<file path="src/rtl/viterbi_pkg.sv">
// Shared encoder/decoder definitions: trellis size, generators, encoder FSM states.
// Latency: n/a (types and constants only).
// Backpressure: n/a.
package viterbi_pkg;

    localparam int K          = 3;
    localparam int NUM_STATES = 4;

    // Generator taps, bit order {d, sr[1], sr[0]}
    localparam logic [K-1:0] G0_DEF = 3'b111;
    localparam logic [K-1:0] G1_DEF = 3'b101;

    typedef logic [1:0] sym_t;

    typedef enum logic [1:0] {
        DATA  = 2'd0,
        TAIL1 = 2'd1,
        TAIL2 = 2'd2
    } enc_state_t;

endpackage

</file>
<file path="src/rtl/conv_encoder_tx_if.sv">
// Bit-in / symbol-out handshake bundle for the convolutional encoder.
// Latency: n/a (wiring only).
// Backpressure: valid/ready on both sides; master is the source/sink side, slave the encoder.
interface conv_encoder_tx_if import viterbi_pkg::*; #(
    parameter int CNT_W = 16
);
    logic             in_valid;
    logic             in_bit;
    logic             in_last;
    logic             in_ready;
    logic             out_valid;
    sym_t             sym;
    logic             sym_last;
    logic             out_ready;
    logic [CNT_W-1:0] sym_cnt;
    logic             busy;

    modport master (
        output in_valid, in_bit, in_last, out_ready,
        input  in_ready, out_valid, sym, sym_last, sym_cnt, busy
    );

    modport slave (
        input  in_valid, in_bit, in_last, out_ready,
        output in_ready, out_valid, sym, sym_last, sym_cnt, busy
    );
endinterface

</file>
<file path="src/rtl/conv_branch_out.sv">
// Code symbol for one trellis branch: {c0, c1} from input bit d and shift register sr.
// Latency: combinational.
// Backpressure: none; pure function, also used for expected-branch symbols in the decoder.
module conv_branch_out import viterbi_pkg::*; (
    input  logic         d_i,
    input  logic [K-2:0] sr_i,
    input  logic [K-1:0] g0_i,
    input  logic [K-1:0] g1_i,
    output sym_t         sym_o
);
    logic [K-1:0] taps;

    assign taps  = {d_i, sr_i};
    assign sym_o = {^(g0_i & taps), ^(g1_i & taps)};
endmodule

</file>
<file path="src/rtl/conv_encoder_tx.sv">
// Rate-1/2 K=3 convolutional encoder; appends two zero tail bits per frame so the trellis ends in 00.
// Latency: accepted bit -> registered symbol valid on the next cycle; 1 symbol/cycle sustained.
// Backpressure: single output register; stalls while out_valid && !out_ready, in_ready follows out_ready.
module conv_encoder_tx import viterbi_pkg::*; #(
    parameter logic [K-1:0] G0    = G0_DEF,
    parameter logic [K-1:0] G1    = G1_DEF,
    parameter int           CNT_W = 16
) (
    input  logic                 clk,
    input  logic                 rst,
    conv_encoder_tx_if.slave     bus
);
    enc_state_t       state_q, state_d;
    logic [K-2:0]     sr_q, sr_d;
    logic             out_valid_q, out_valid_d;
    sym_t             sym_q, sym_d;
    logic             sym_last_q, sym_last_d;
    logic [CNT_W-1:0] sym_cnt_q, sym_cnt_d;
    // Next loaded symbol starts a new frame, so the counter restarts at 1
    logic             first_q, first_d;

    logic             can_load;
    logic             src_vld;
    logic             tail_last;
    logic             d_bit;
    logic             load;
    sym_t             br_sym;

    // Output register is free when empty or being drained this cycle
    assign can_load = !out_valid_q || bus.out_ready;
    assign load     = can_load && src_vld;

    conv_branch_out u_branch (
        .d_i   (d_bit),
        .sr_i  (sr_q),
        .g0_i  (G0),
        .g1_i  (G1),
        .sym_o (br_sym)
    );

    // State register; reset abandons any frame in flight
    always_ff @(posedge clk or posedge rst) begin
        if (rst) begin
            state_q <= DATA;
        end else begin
            state_q <= state_d;
        end
    end

    // Next state and symbol source selection: input bit in DATA, forced zero in the tail
    always_comb begin
        state_d   = state_q;
        src_vld   = 1'b0;
        tail_last = 1'b0;
        d_bit     = 1'b0;
        case (state_q)
            DATA: begin
                src_vld = bus.in_valid;
                d_bit   = bus.in_bit;
                if (bus.in_valid && can_load && bus.in_last) begin
                    state_d = TAIL1;
                end
            end
            TAIL1: begin
                src_vld = 1'b1;
                if (can_load) begin
                    state_d = TAIL2;
                end
            end
            TAIL2: begin
                src_vld   = 1'b1;
                tail_last = 1'b1;
                if (can_load) begin
                    state_d = DATA;
                end
            end
            default: begin
                state_d = DATA;
            end
        endcase
    end

    // Datapath next values: load replaces the held symbol, otherwise hold or drain
    always_comb begin
        sr_d        = sr_q;
        sym_d       = sym_q;
        sym_last_d  = sym_last_q;
        sym_cnt_d   = sym_cnt_q;
        first_d     = first_q;
        out_valid_d = out_valid_q;
        if (load) begin
            sr_d        = {d_bit, sr_q[K-2:1]};
            sym_d       = br_sym;
            sym_last_d  = tail_last;
            sym_cnt_d   = first_q ? CNT_W'(1) : sym_cnt_q + CNT_W'(1);
            first_d     = tail_last;
            out_valid_d = 1'b1;
        end else if (bus.out_ready) begin
            out_valid_d = 1'b0;
        end
    end

    // Datapath registers; the held symbol is dropped on reset
    always_ff @(posedge clk or posedge rst) begin
        if (rst) begin
            sr_q        <= '0;
            sym_q       <= '0;
            sym_last_q  <= 1'b0;
            sym_cnt_q   <= '0;
            first_q     <= 1'b1;
            out_valid_q <= 1'b0;
        end else begin
            sr_q        <= sr_d;
            sym_q       <= sym_d;
            sym_last_q  <= sym_last_d;
            sym_cnt_q   <= sym_cnt_d;
            first_q     <= first_d;
            out_valid_q <= out_valid_d;
        end
    end

    assign bus.in_ready  = (state_q == DATA) && can_load;
    assign bus.out_valid = out_valid_q;
    assign bus.sym       = sym_q;
    assign bus.sym_last  = sym_last_q;
    assign bus.sym_cnt   = sym_cnt_q;
    assign bus.busy      = (state_q != DATA) || out_valid_q;

endmodule

</file>
<file path="src/flat_wrapper.sv">
// flat-port wrapper written by rule: the top's interface ports become plain ports
module conv_encoder_tx_flat import viterbi_pkg::*;
#(
    parameter logic [K-1:0] G0    = G0_DEF,
    parameter logic [K-1:0] G1    = G1_DEF,
    parameter int           CNT_W = 16
)
  (clk, rst, bus_in_valid, bus_in_bit, bus_in_last, bus_out_ready, bus_in_ready, bus_out_valid, bus_sym, bus_sym_last, bus_sym_cnt, bus_busy);
  conv_encoder_tx_if #(.CNT_W(CNT_W)) bus_i ();
  input  logic clk;
  input  logic rst;
  input wire logic [$bits(bus_i.in_valid)-1:0] bus_in_valid;
  input wire logic [$bits(bus_i.in_bit)-1:0] bus_in_bit;
  input wire logic [$bits(bus_i.in_last)-1:0] bus_in_last;
  input wire logic [$bits(bus_i.out_ready)-1:0] bus_out_ready;
  output wire logic [$bits(bus_i.in_ready)-1:0] bus_in_ready;
  output wire logic [$bits(bus_i.out_valid)-1:0] bus_out_valid;
  output wire logic [$bits(bus_i.sym)-1:0] bus_sym;
  output wire logic [$bits(bus_i.sym_last)-1:0] bus_sym_last;
  output wire logic [$bits(bus_i.sym_cnt)-1:0] bus_sym_cnt;
  output wire logic [$bits(bus_i.busy)-1:0] bus_busy;
  assign bus_i.in_valid = bus_in_valid;
  assign bus_i.in_bit = bus_in_bit;
  assign bus_i.in_last = bus_in_last;
  assign bus_i.out_ready = bus_out_ready;
  assign bus_in_ready = bus_i.in_ready;
  assign bus_out_valid = bus_i.out_valid;
  assign bus_sym = bus_i.sym;
  assign bus_sym_last = bus_i.sym_last;
  assign bus_sym_cnt = bus_i.sym_cnt;
  assign bus_busy = bus_i.busy;
  conv_encoder_tx #(.G0(G0), .G1(G1), .CNT_W(CNT_W)) u_core (.clk(clk), .rst(rst), .bus(bus_i));
endmodule
</file>
<file path="config.mk">
export PLATFORM = sky130hd
export DESIGN_NAME = conv_encoder_tx_flat
export DESIGN_NICKNAME = d
export VERILOG_FILES = /design/src/rtl/viterbi_pkg.sv /design/src/rtl/conv_encoder_tx_if.sv /design/src/rtl/conv_branch_out.sv /design/src/rtl/conv_encoder_tx.sv /design/src/flat_wrapper.sv
export SDC_FILE = /design/constraint.sdc
export NUM_CORES = 1
export LEC_CHECK = 0
export CELL_PAD_IN_SITES_DETAIL_PLACEMENT = 1
export CELL_PAD_IN_SITES_GLOBAL_PLACEMENT = 1
export CORE_AREA = 2 2 52 91
export CTS_CLUSTER_DIAMETER = 80
export DETAILED_ROUTE_END_ITERATION = 8
export DIE_AREA = 0 0 54 93
export GPL_TIMING_DRIVEN = 0
export PLACE_DENSITY_LB_ADDON = 0.1
export SLEW_MARGIN = 10
export SYNTH_ARGS = -nofsm -noshare
export SYNTH_HDL_FRONTEND = slang
export SYNTH_HIERARCHICAL = 1
export SYNTH_SLANG_ARGS = --single-unit
export TNS_END_PERCENT = 100
</file>
<file path="constraint.sdc">
create_clock -name clk -period 5.15 [get_ports clk]
set_input_delay 1.03 -clock clk [delete_from_list [all_inputs] [get_ports clk]]
set_output_delay 1.03 -clock clk [all_outputs]
set_load 0.02 [all_outputs]
</file>
**Word level (Yosys, flattened, before mapping)**

Cells that the tools add are included.

- Add/subtract/negate cells: 1
- Multiply operators: 0
- Div/mod/pow operators: 0
- Magnitude comparators: 0
- Equal/unequal tests: 5
- Shifts and indexed selects: 0
- Muxes and demuxes: 10
- Bitwise logic cells: 0
- Reduce and logical (&&, ||, !) cells: 14

Operators with widths:

| cell | count |
|---|---|
| 16-bit by 1-bit adder with 16-bit output (second input constant) | 1 |
| 16-bit two-way mux | 1 |
| 2-bit two-way mux | 3 |
| 2-bit by 1-bit != test with 1-bit output (second input constant) | 3 |
| 2-bit one-hot mux with 3 select lines | 1 |
| 3-bit XOR reduction | 2 |
| 1-bit logical AND | 4 |
| 1-bit two-way mux | 4 |
| 2-bit nonzero test | 2 |
| 3-bit AND reduction | 1 |
| 2-bit by 1-bit equality test with 1-bit output (second input constant) | 1 |
| 2-bit equality test (second input constant) | 1 |
| 2-bit zero test | 1 |
| 1-bit logical OR | 2 |
| 1-bit one-hot mux with 2 select lines | 1 |
| 2-bit OR reduction | 1 |
| 1-bit zero test | 1 |

- Register bits: 25
- Bits in latches: 0
- Memory bits (writable): 0
- ROM bits: 0
- Input port bits: 6
- Memories: 0

**Depth between registers and ports, before layout**

Gate-level depths: netlist of the first run.

- Depth in word-level cells: 6
- Depth in mapped cells: 7
- Depth with buffers taken out: 7

**Modules after synthesis**

The synthesis of the first run kept the hierarchy.

Modules (own cells, without submodules):

| module | instances | cells an instance | area each (um^2) | seq. area each (um^2) |
|---|---|---|---|---|
| conv_encoder_tx | 1 | 148 | 1378.8 | 626.9 |
| conv_branch_out | 1 | 8 | 67.6 | 0.0 |

**Worst setup path before layout of the first run**

OpenSTA, ideal clock, no wires.

- Path type: input port to output port
- Start: input bus_out_ready
- End: output bus_in_ready
- Arrival: 1.375 ns
- Setup slack: 2.745 ns
- Stages on the path: 2
- Path buffers: 0
- Cells stage by stage: nand2b_1 and2_1

- Word-level cells in the longest chain between the ends: 2

Ends and longest elaborated chain:

| element | line | source |
|---|---|---|
| from (decl) | flat_wrapper.sv:15 | `input wire logic [$bits(bus_i.out_ready)-1:0] bus_out_ready;` |
| 1-bit logical OR | conv_encoder_tx.sv:30 | `assign can_load = !out_valid_q \|\| bus.out_ready;` |
| 1-bit logical AND | conv_encoder_tx.sv:122 | `assign bus.in_ready = (state_q == DATA) && can_load;` |
| to (decl) | flat_wrapper.sv:16 | `output wire logic [$bits(bus_i.in_ready)-1:0] bus_in_ready;` |

No other way between the ends.

**Worst setup path after layout of the first run**

Ends and elaborated chain as after synthesis.

==> results of run 1 <==
tightest hold or removal path: stages (launching register included):
cell and delay [ns]:
dfrtp_1 0.36, nand2_1 0.05, nand2_1 0.06
state kept, by name, summed over array words and instances, names as in the netlist:
name                  count
u_core/first_q            1
u_core/sr_q               2
u_core/bus.sym_last       1
u_core/state_q            2
u_core/bus.sym            2
u_core/bus.out_valid      1
u_core/bus.sym_cnt       16
layout make-up:
| cell class | count | share of cell area (%) |
|---|---|---|
| multi-input combinational | 124 | 43.0 |
| sequential | 25 | 34.1 |
| timing repair buffer | 27 | 14.7 |
| tap | 51 | 3.47 |
| clock buffer | 4 | 2.45 |
| buffer | 6 | 1.36 |
| inverter | 5 | 1.02 |
cell families after synthesis:
| kind of cell | count (synthesis) |
|---|---|
| AO/OA/AOI/OAI | 37 |
| adder cells (fa/ha/maj) | 7 |
| flip-flops | 25 |
| buffers and inverters | 11 |
| AND/OR/NAND/NOR | 70 |
| multiplexers | 2 |
| XOR/XNOR | 2 |
| other | 2 |
worst paths after layout:
path                                   start               endpoint  slack [ns]  cells after the start
max                            bus_out_ready           bus_in_ready        1.79                      4
min                        u_core/bus.sym[1]      u_core/bus.sym[1]        0.50                      2
max reg2reg                u_core/state_q[0]  u_core/bus.sym_cnt[4]        2.71                      6
min reg2reg                u_core/bus.sym[1]      u_core/bus.sym[1]        0.50                      2
max in group asynchronous                rst         u_core/sr_q[1]        3.26                      2
min in group asynchronous                rst      u_core/bus.sym[1]        1.29                      2
placed cells by master, fill, tap and decap left out, types with 2 or more instances in the layout:
cell / count
nor2_1: 6
and2_1: 3
clkbuf_8: 3
clkbuf_1: 4
a211o_1: 2
a31oi_1: 2
conb_1: 6
nor4_1: 3
nand2b_1: 2
a21boi_1: 2
nor2b_1: 2
nor3_1: 3
o31ai_1: 3
or4_1: 3
nand2_1: 26
o21ai_0: 15
nand4_1: 6
a21oi_1: 3
inv_1: 5
buf_2: 2
dfrtp_1: 24
a221o_1: 3
xnor3_1: 2
and4_1: 2
clkdlybuf4s50_1: 27
nand3_1: 7
ha_1: 7
power by group:
group	total (uW)	internal (uW)	switching, uW
combinational	482	186	296
clock	117	55.3	61.9
sequential	305	249	56.0
total	904	490	414
routing by layer:
metal,global-route usage [%],vias to the layer above,wire length [um]
li1,-,629,-
met1,20.8,655,1620
met2,29.9,22,2080
met3,1.60,6,91
met4,5.63,0,63
met5,0,-,0
per-stage QoR:
step / power (uW) / instances / util, % / area (um^2)
3_5_place_dp: 795 / 238 / 41.5 / 1800
4_1_cts: 917 / 242 / 42.6 / 1840
6_report: 904 / 242 / 42.6 / 1840
2_1_floorplan: 609 / 160 / - / 1460
5_1_grt: 977 / 242 / 42.6 / 1840
3_3_place_gp: 775 / 238 / 41.5 / 1800
synth_stat cells, drive strengths merged:
cell | number | share of area (%)
o31ai | 3 | 1.6
o311a | 1 | 0.69
nor2b | 2 | 0.86
dfstp | 1 | 1.8
a21oi | 4 | 1.6
inv | 5 | 1.3
mux2i | 1 | 0.69
nand2 | 26 | 6.7
nand3 | 7 | 2.4
nor3 | 3 | 1.0
a211o | 2 | 1.2
and2 | 3 | 1.3
a41oi | 1 | 0.61
o32ai | 1 | 0.61
nor2 | 6 | 1.6
or4b | 1 | 0.69
or2b | 1 | 0.52
conb | 2 | 0.52
buf | 3 | 0.95
a21boi | 3 | 1.6
or3 | 1 | 0.43
o21ai | 15 | 5.2
and4 | 2 | 1.2
ha | 7 | 6.1
a31oi | 2 | 0.86
dfrtp | 24 | 42
xnor3 | 2 | 3.1
nor4 | 3 | 1.3
nand2b | 2 | 0.86
a221o | 3 | 2.1
or4 | 3 | 1.6
or2 | 2 | 0.87
o211a | 1 | 0.69
mux2 | 1 | 0.78
and3 | 1 | 0.43
o211ai | 1 | 0.52
nand4 | 7 | 3.5
clkbuf | 3 | 0.78
==> results by group, run 1 <==
CTS
  • Postcts setup bufs: 0
  • CTS Buf Count: 3
  • CTS clk-pin slew, worst paths: 0.09 ns
  • Post-cts gate resize count: 0
  • Max Root-Sink Buffers: 2
  • Clk Latency, worst-skew pair: 0.27 ns
  • Clk sinks: 25
  • CTS tree: yes
  • CTS root buf: clkbuf_8
  • Max H-tree Level: 1
  • CTS hold repair buffers: 0

Detailed routing
  • Vias post-DR: 1,312
  • Total wire length: 3.85 mm
  • Per-cell routed wire length: 15.9 um
  • DRT iter0 DRCs: 18
  • Drc violations: 0
  • Vias per cell: 5.42
  • Drt pass-1 iters: 4
  • Final ANT Viol Nets: 0

STA
  • Final worst slack: 1.79 ns
  • Final setup TNS: 0 ns
  • RSZ-0062 raised after global routing: false
  • Fin. max-slew vios: 0
  • Slew @ Worst Pin: 1.12 ns
  • Final Cycle Share: 65.2%
  • Post-layout min period: 3.36 ns
  • Final Setup Violations: 0
  • Rel. slew slack: 24.7%
  • Setup Skew: 0.00250 ns
  • Hold WS: 0.498 ns
  • Fmax: 0.298 GHz
  • Final Hold Vio Count: 0

Yosys
  • Post-Synth Adder-Cell Area: 6.06%
  • Seq/Total Area, Yosys: 43.3%
  • Post-synthesis instance area: 1450 um^2
  • Synth warn: 6
  • Post-synth cell types: 43
  • Post-synthesis simple-gate area fraction: 25.3%
  • Post-synthesis compound-gate area fraction: 17.2%
  • Syn Inst Count: 156
  • Post-synthesis mux area share: 1.47%
  • Synth Register Bits: 25
  • Largest family of logic cells by synthesized area: simple AND/OR/NAND/NOR gates
  • Synth Area per Inst: 9.27 um^2
  • Synth Area in XOR/XNOR: 3.11%

Pwr
  • Leak pwr: 0.000830 uW
  • Peak supply drop: 0.266 mV
  • Pwr per Cell Area: 491 nW/um^2

Floorplanning
  • Die width: 54 um
  • Initial core utilization: 33.4%
  • Core Box Area: 4320 um^2
  • Rows: 32
  • Die area: 5020 um^2
  • Ports: 28
  • Die height: 93 um

Layout
  • Antenna cell count: 0
  • Area growth, synth to finish: 27.2%
  • Fill count: 511
  • Storage cell area: 627 um^2
  • Area of the multi-input gates: 791 um^2
  • Nets: 205
  • Fraction of layout cells with a size suffix above 1: 5.24%

Global route
  • Initial antenna violation count: 0
  • Vias in the first global route: 1,341
  • Largest net degree at the start of global routing: 26
  • All-Layer GR Usage: 17.0%
  • Global-route wire length before repair: 6.40 mm
  • GRT overflow: 0

Critical path
  • Crit path arrival time: 2.33 ns
  • Critical Path Slowest Stage Cell: clkdlybuf4s50_1
  • Buffers and inverters on the worst path: 2
  • Critical Path Source Type: input port
  • Critical-path cell list: clkdlybuf4s50_1 > nand2b_1 > and2_1 > clkdlybuf4s50_1
  • Worst Path Required: 4.12 ns
  • Critical path type: in -> out
  • Worst-path maximum fanout: 2
  • Crit path largest cell delay: 0.60 ns
  • Cell mode on critical path: clkdlybuf4s50_1
  • Delay-heaviest family, CP: buffers and inverters
  • Worst setup EP type: output pin

Outcome
  • Outcome: complete, no violations

Min path
  • HP Class: reg -> reg

Run
  • Max-Cap Viols: 0

Placed design
  • Dpl ws: 1.79 ns
  • Port-buffer cells: 27
  • DP Wirelength: 2.95 mm
  • Gpl congestion: 0.736
No activity file was read; power rests on OpenSTA's default activity.
==> run 2, diff against run 1 <==
- clock period: 5.15 -> 3.2 ns (I/O delays scaled with it)
==> results of run 2 <==
Same layout as run 1 (identical final DEF). Status: complete, no violations.
Among the figures that moved: setup slack after placement 1.79 ns -> 0.549 ns; setup slack after layout 1.79 ns -> 0.620 ns; register-to-register setup slack 2.71 ns -> 0.76 ns; total power 904 uW -> 1450 uW; worst IR drop on VDD 0.266 mV -> 0.428 mV
==> run 3, diff against run 2 <==
- clock period: 3.2 -> 2.4 ns (I/O delays scaled with it)
==> run 3 against run 2 <==
Via count up 0.15%. Clock power up 32%. Register-to-register slack worse by 0.63 ns. Cell count unchanged. Worst hold slack about the same. Sequential share of layout area down 0.18 points. Utilization up 0.23 points. First-iteration DRC count up 11%. Sequential power up 34%. Routed wire length about the same. Sequential cell count unchanged. Highest routed layer unchanged.
==> results by group, run 3 (same netlist as run 1, synthesis figures left out) <==
Floorplanning
  • Initial core utilization: 33.4% (unchanged)
  • Die height: 93 um (unchanged)
  • Die width: 54 um (unchanged)
  • Rows: 32 (unchanged)
  • Die area: 5020 um^2 (unchanged)
  • Ports: 28 (unchanged)
  • Core Box Area: 4320 um^2 (unchanged)

CTS
  • Max H-tree Level: 1 (unchanged)
  • Postcts setup bufs: 0 (unchanged)
  • CTS tree: yes
  • CTS root buf: clkbuf_8
  • Clk Latency, worst-skew pair: 0.26 ns (about the same)
  • Clk sinks: 25 (unchanged)
  • CTS Buf Count: 3 (unchanged)
  • CTS clk-pin slew, worst paths: 0.09 ns (about the same)
  • Max Root-Sink Buffers: 2 (unchanged)

STA
  • Final Hold Vio Count: 0 (unchanged)
  • Fmax: 0.440 GHz
  • Fin. max-slew vios: 0 (unchanged)
  • Final Cycle Share: 94.6%
  • Rel. slew slack: 34.5% (+9.8 points)
  • Final worst slack: 0.129 ns
  • Post-layout min period: 2.27 ns
  • Setup Skew: 0.00261 ns (+0.000106 ns)
  • Final Setup Violations: 0 (unchanged)
  • Slew @ Worst Pin: 0.981 ns (-0.138 ns)
  • RSZ-0062 raised after global routing: true

Critical path
  • Crit Reg-Reg Endpoint: u_core/bus.sym_cnt[10]
  • R2R Path Start: u_core/state_q[0]
  • Critical Path Slowest Stage Cell: dfrtp_1
  • Delay-heaviest family, CP: buffers and inverters
  • Worst Path Required: 2.55 ns
  • R2R Setup Slk: 0.13 ns
  • Buffers and inverters on the worst path: 2 (unchanged)
  • Critical path type: reg -> reg
  • Critical Path Source Type: flop
  • Crit path arrival time: 2.42 ns
  • Critical-path cell list: inv_1 > ha_2 > a21oi_2 > or3_1 > clkbuf_1 > nor2_1 > a221o_1
  • Worst-path maximum fanout: 10 (+8)
  • Crit path largest cell delay: 0.43 ns (-0.17 ns)
  • Worst setup EP type: flop
  • Cells on worst reg2reg path: 7 (+1)

Global route
  • Global-route wire length before repair: 6.40 mm (unchanged)
  • All-Layer GR Usage: 17.0% (unchanged)
  • Largest net degree at the start of global routing: 26 (unchanged)
  • Vias in the first global route: 1,341 (unchanged)
  • GRT overflow: 0 (unchanged)
  • Met1 track demand over resource: 20.8% (unchanged)
  • Initial antenna violation count: 0 (unchanged)
  • Top Usage Layer GRT: met2
  • GRT met2 Usage: 29.9% (unchanged)
  • Met3 Usage GRT: 1.60% (unchanged)

Min path
  • Hold path start: u_core/bus.sym[1]
  • Hold EP: u_core/bus.sym[1]
  • HP Class: reg -> reg
  • Worst Hold Depth: 2 (unchanged)

Outcome
  • Outcome: complete, no violations

Detailed routing
  • Vias post-DR: 1,314 (+0.15%)
  • Final ANT Viol Nets: 0 (unchanged)
  • Total wire length: 3.85 mm (about the same)
  • Drc violations: 0 (unchanged)
  • Vias per cell: 5.43 (+0.15%)
  • Drt pass-1 iters: 4 (unchanged)
  • DRT iter0 DRCs: 20 (+2)
  • Per-cell routed wire length: 15.9 um (about the same)

Layout
  • Fill count: 510 (-0.20%)
  • Antenna cell count: 0 (unchanged)
  • Nets: 205 (unchanged)
  • Area growth, synth to finish: 27.9%
  • Most common cell after layout, fill and taps aside: nand2_1
  • Commonest cells after routing, fill and taps aside: 26 x nand2_1, 25 x clkdlybuf4s50_1, 24 x dfrtp_1
  • Max reg flops: 16 (unchanged)
  • Storage cell area: 627 um^2 (unchanged)
  • Area of the multi-input gates: 800 um^2 (+1.1%)
  • Non-filler cells, final: 242 (unchanged)
  • Fraction of layout cells with a size suffix above 1: 6.28% (+1.0 points)

Placed design
  • Port-buffer cells: 27 (unchanged)
  • Dpl cells: 238 (unchanged)
  • Dpl ws: -0.0913 ns
  • DP Wirelength: 2.95 mm (unchanged)
  • Gpl congestion: 0.736 (unchanged)

Pwr
  • Pwr per Cell Area: 1050 nW/um^2
  • Peak supply drop: 0.594 mV
  • Leak pwr: 0.000841 uW (+1.4%)

Run
  • Max-Cap Viols: 0 (unchanged)
run 3: where the power goes:
group	leakage [uW]	internal (uW)	switching [uW]
Clock	0.0000228	119	132
Combinational	0.000495	401	635
Sequential	0.000324	534	122
run 3: worst max path at each step:
stage / from / end / slack (ns) / depth (start not counted)
after global routing: u_core/state_q[1] / u_core/bus.sym_cnt[14] / -0.02 / 7
after CTS: u_core/state_q[1] / u_core/bus.sym_cnt[4] / 0.04 / 6
after global placement: bus_in_valid / u_core/bus.sym_cnt[7] / -0.01 / 5
final: u_core/state_q[0] / u_core/bus.sym_cnt[10] / 0.13 / 7
after detailed placement: bus_in_valid / u_core/bus.sym_cnt[4] / -0.09 / 5
after floorplan: u_core/state_q[0] / u_core/bus.sym_cnt[15] / 0.51 / 6
run 3: metal layers:
metal	vias up	part of all wire (%)	wire length, um
met5	-	0	0
met4	0	1.6	63
met3	6	2.3	90
met2	22	54	2090
met1	658	42	1600
li1	628	-	-
run 3: through the flow:
stage / hold slack, ns / util [%] / TNS (ns) / total power, uW / cell area [um^2]
after floorplan: 0.468 / - / 0 / 1310 / 1460
after global placement: 0.461 / 41.5 / -0.0124 / 1660 / 1800
after detailed placement: 0.480 / 41.5 / -0.170 / 1710 / 1800
after CTS: 0.503 / 42.6 / 0 / 1970 / 1840
after global routing: 0.522 / 42.8 / -0.0355 / 2100 / 1850
final: 0.498 / 42.8 / 0 / 1940 / 1850
run 3: final cells by class:
class / count / share of cell area (%)
inverter: 5 / 1.01
timing repair buffer: 27 / 14.7
multi-input combinational: 124 / 43.2
sequential: 25 / 33.9
buffer: 6 / 1.35
clock buffer: 4 / 2.43
tap: 51 / 3.45
run 3: worst reg2reg max path: cells and delay by family, from the launching register on:
| family | cells | cell delay [ns] |
|---|---|---|
| buf+inv | 2 | 0.57 |
| compound gates | 2 | 0.53 |
| flops | 1 | 0.43 |
| simple gates | 2 | 0.34 |
| fa+ha+maj | 1 | 0.30 |
run 3: timing repair:
action | 4_1_cts | 5_1_grt
hold buffers | 0 | 0
gates cloned | 0 | 0
pin swaps | 0 | 0
setup endpoints to repair | 2 | 5
gates resized for setup | 2 | 2
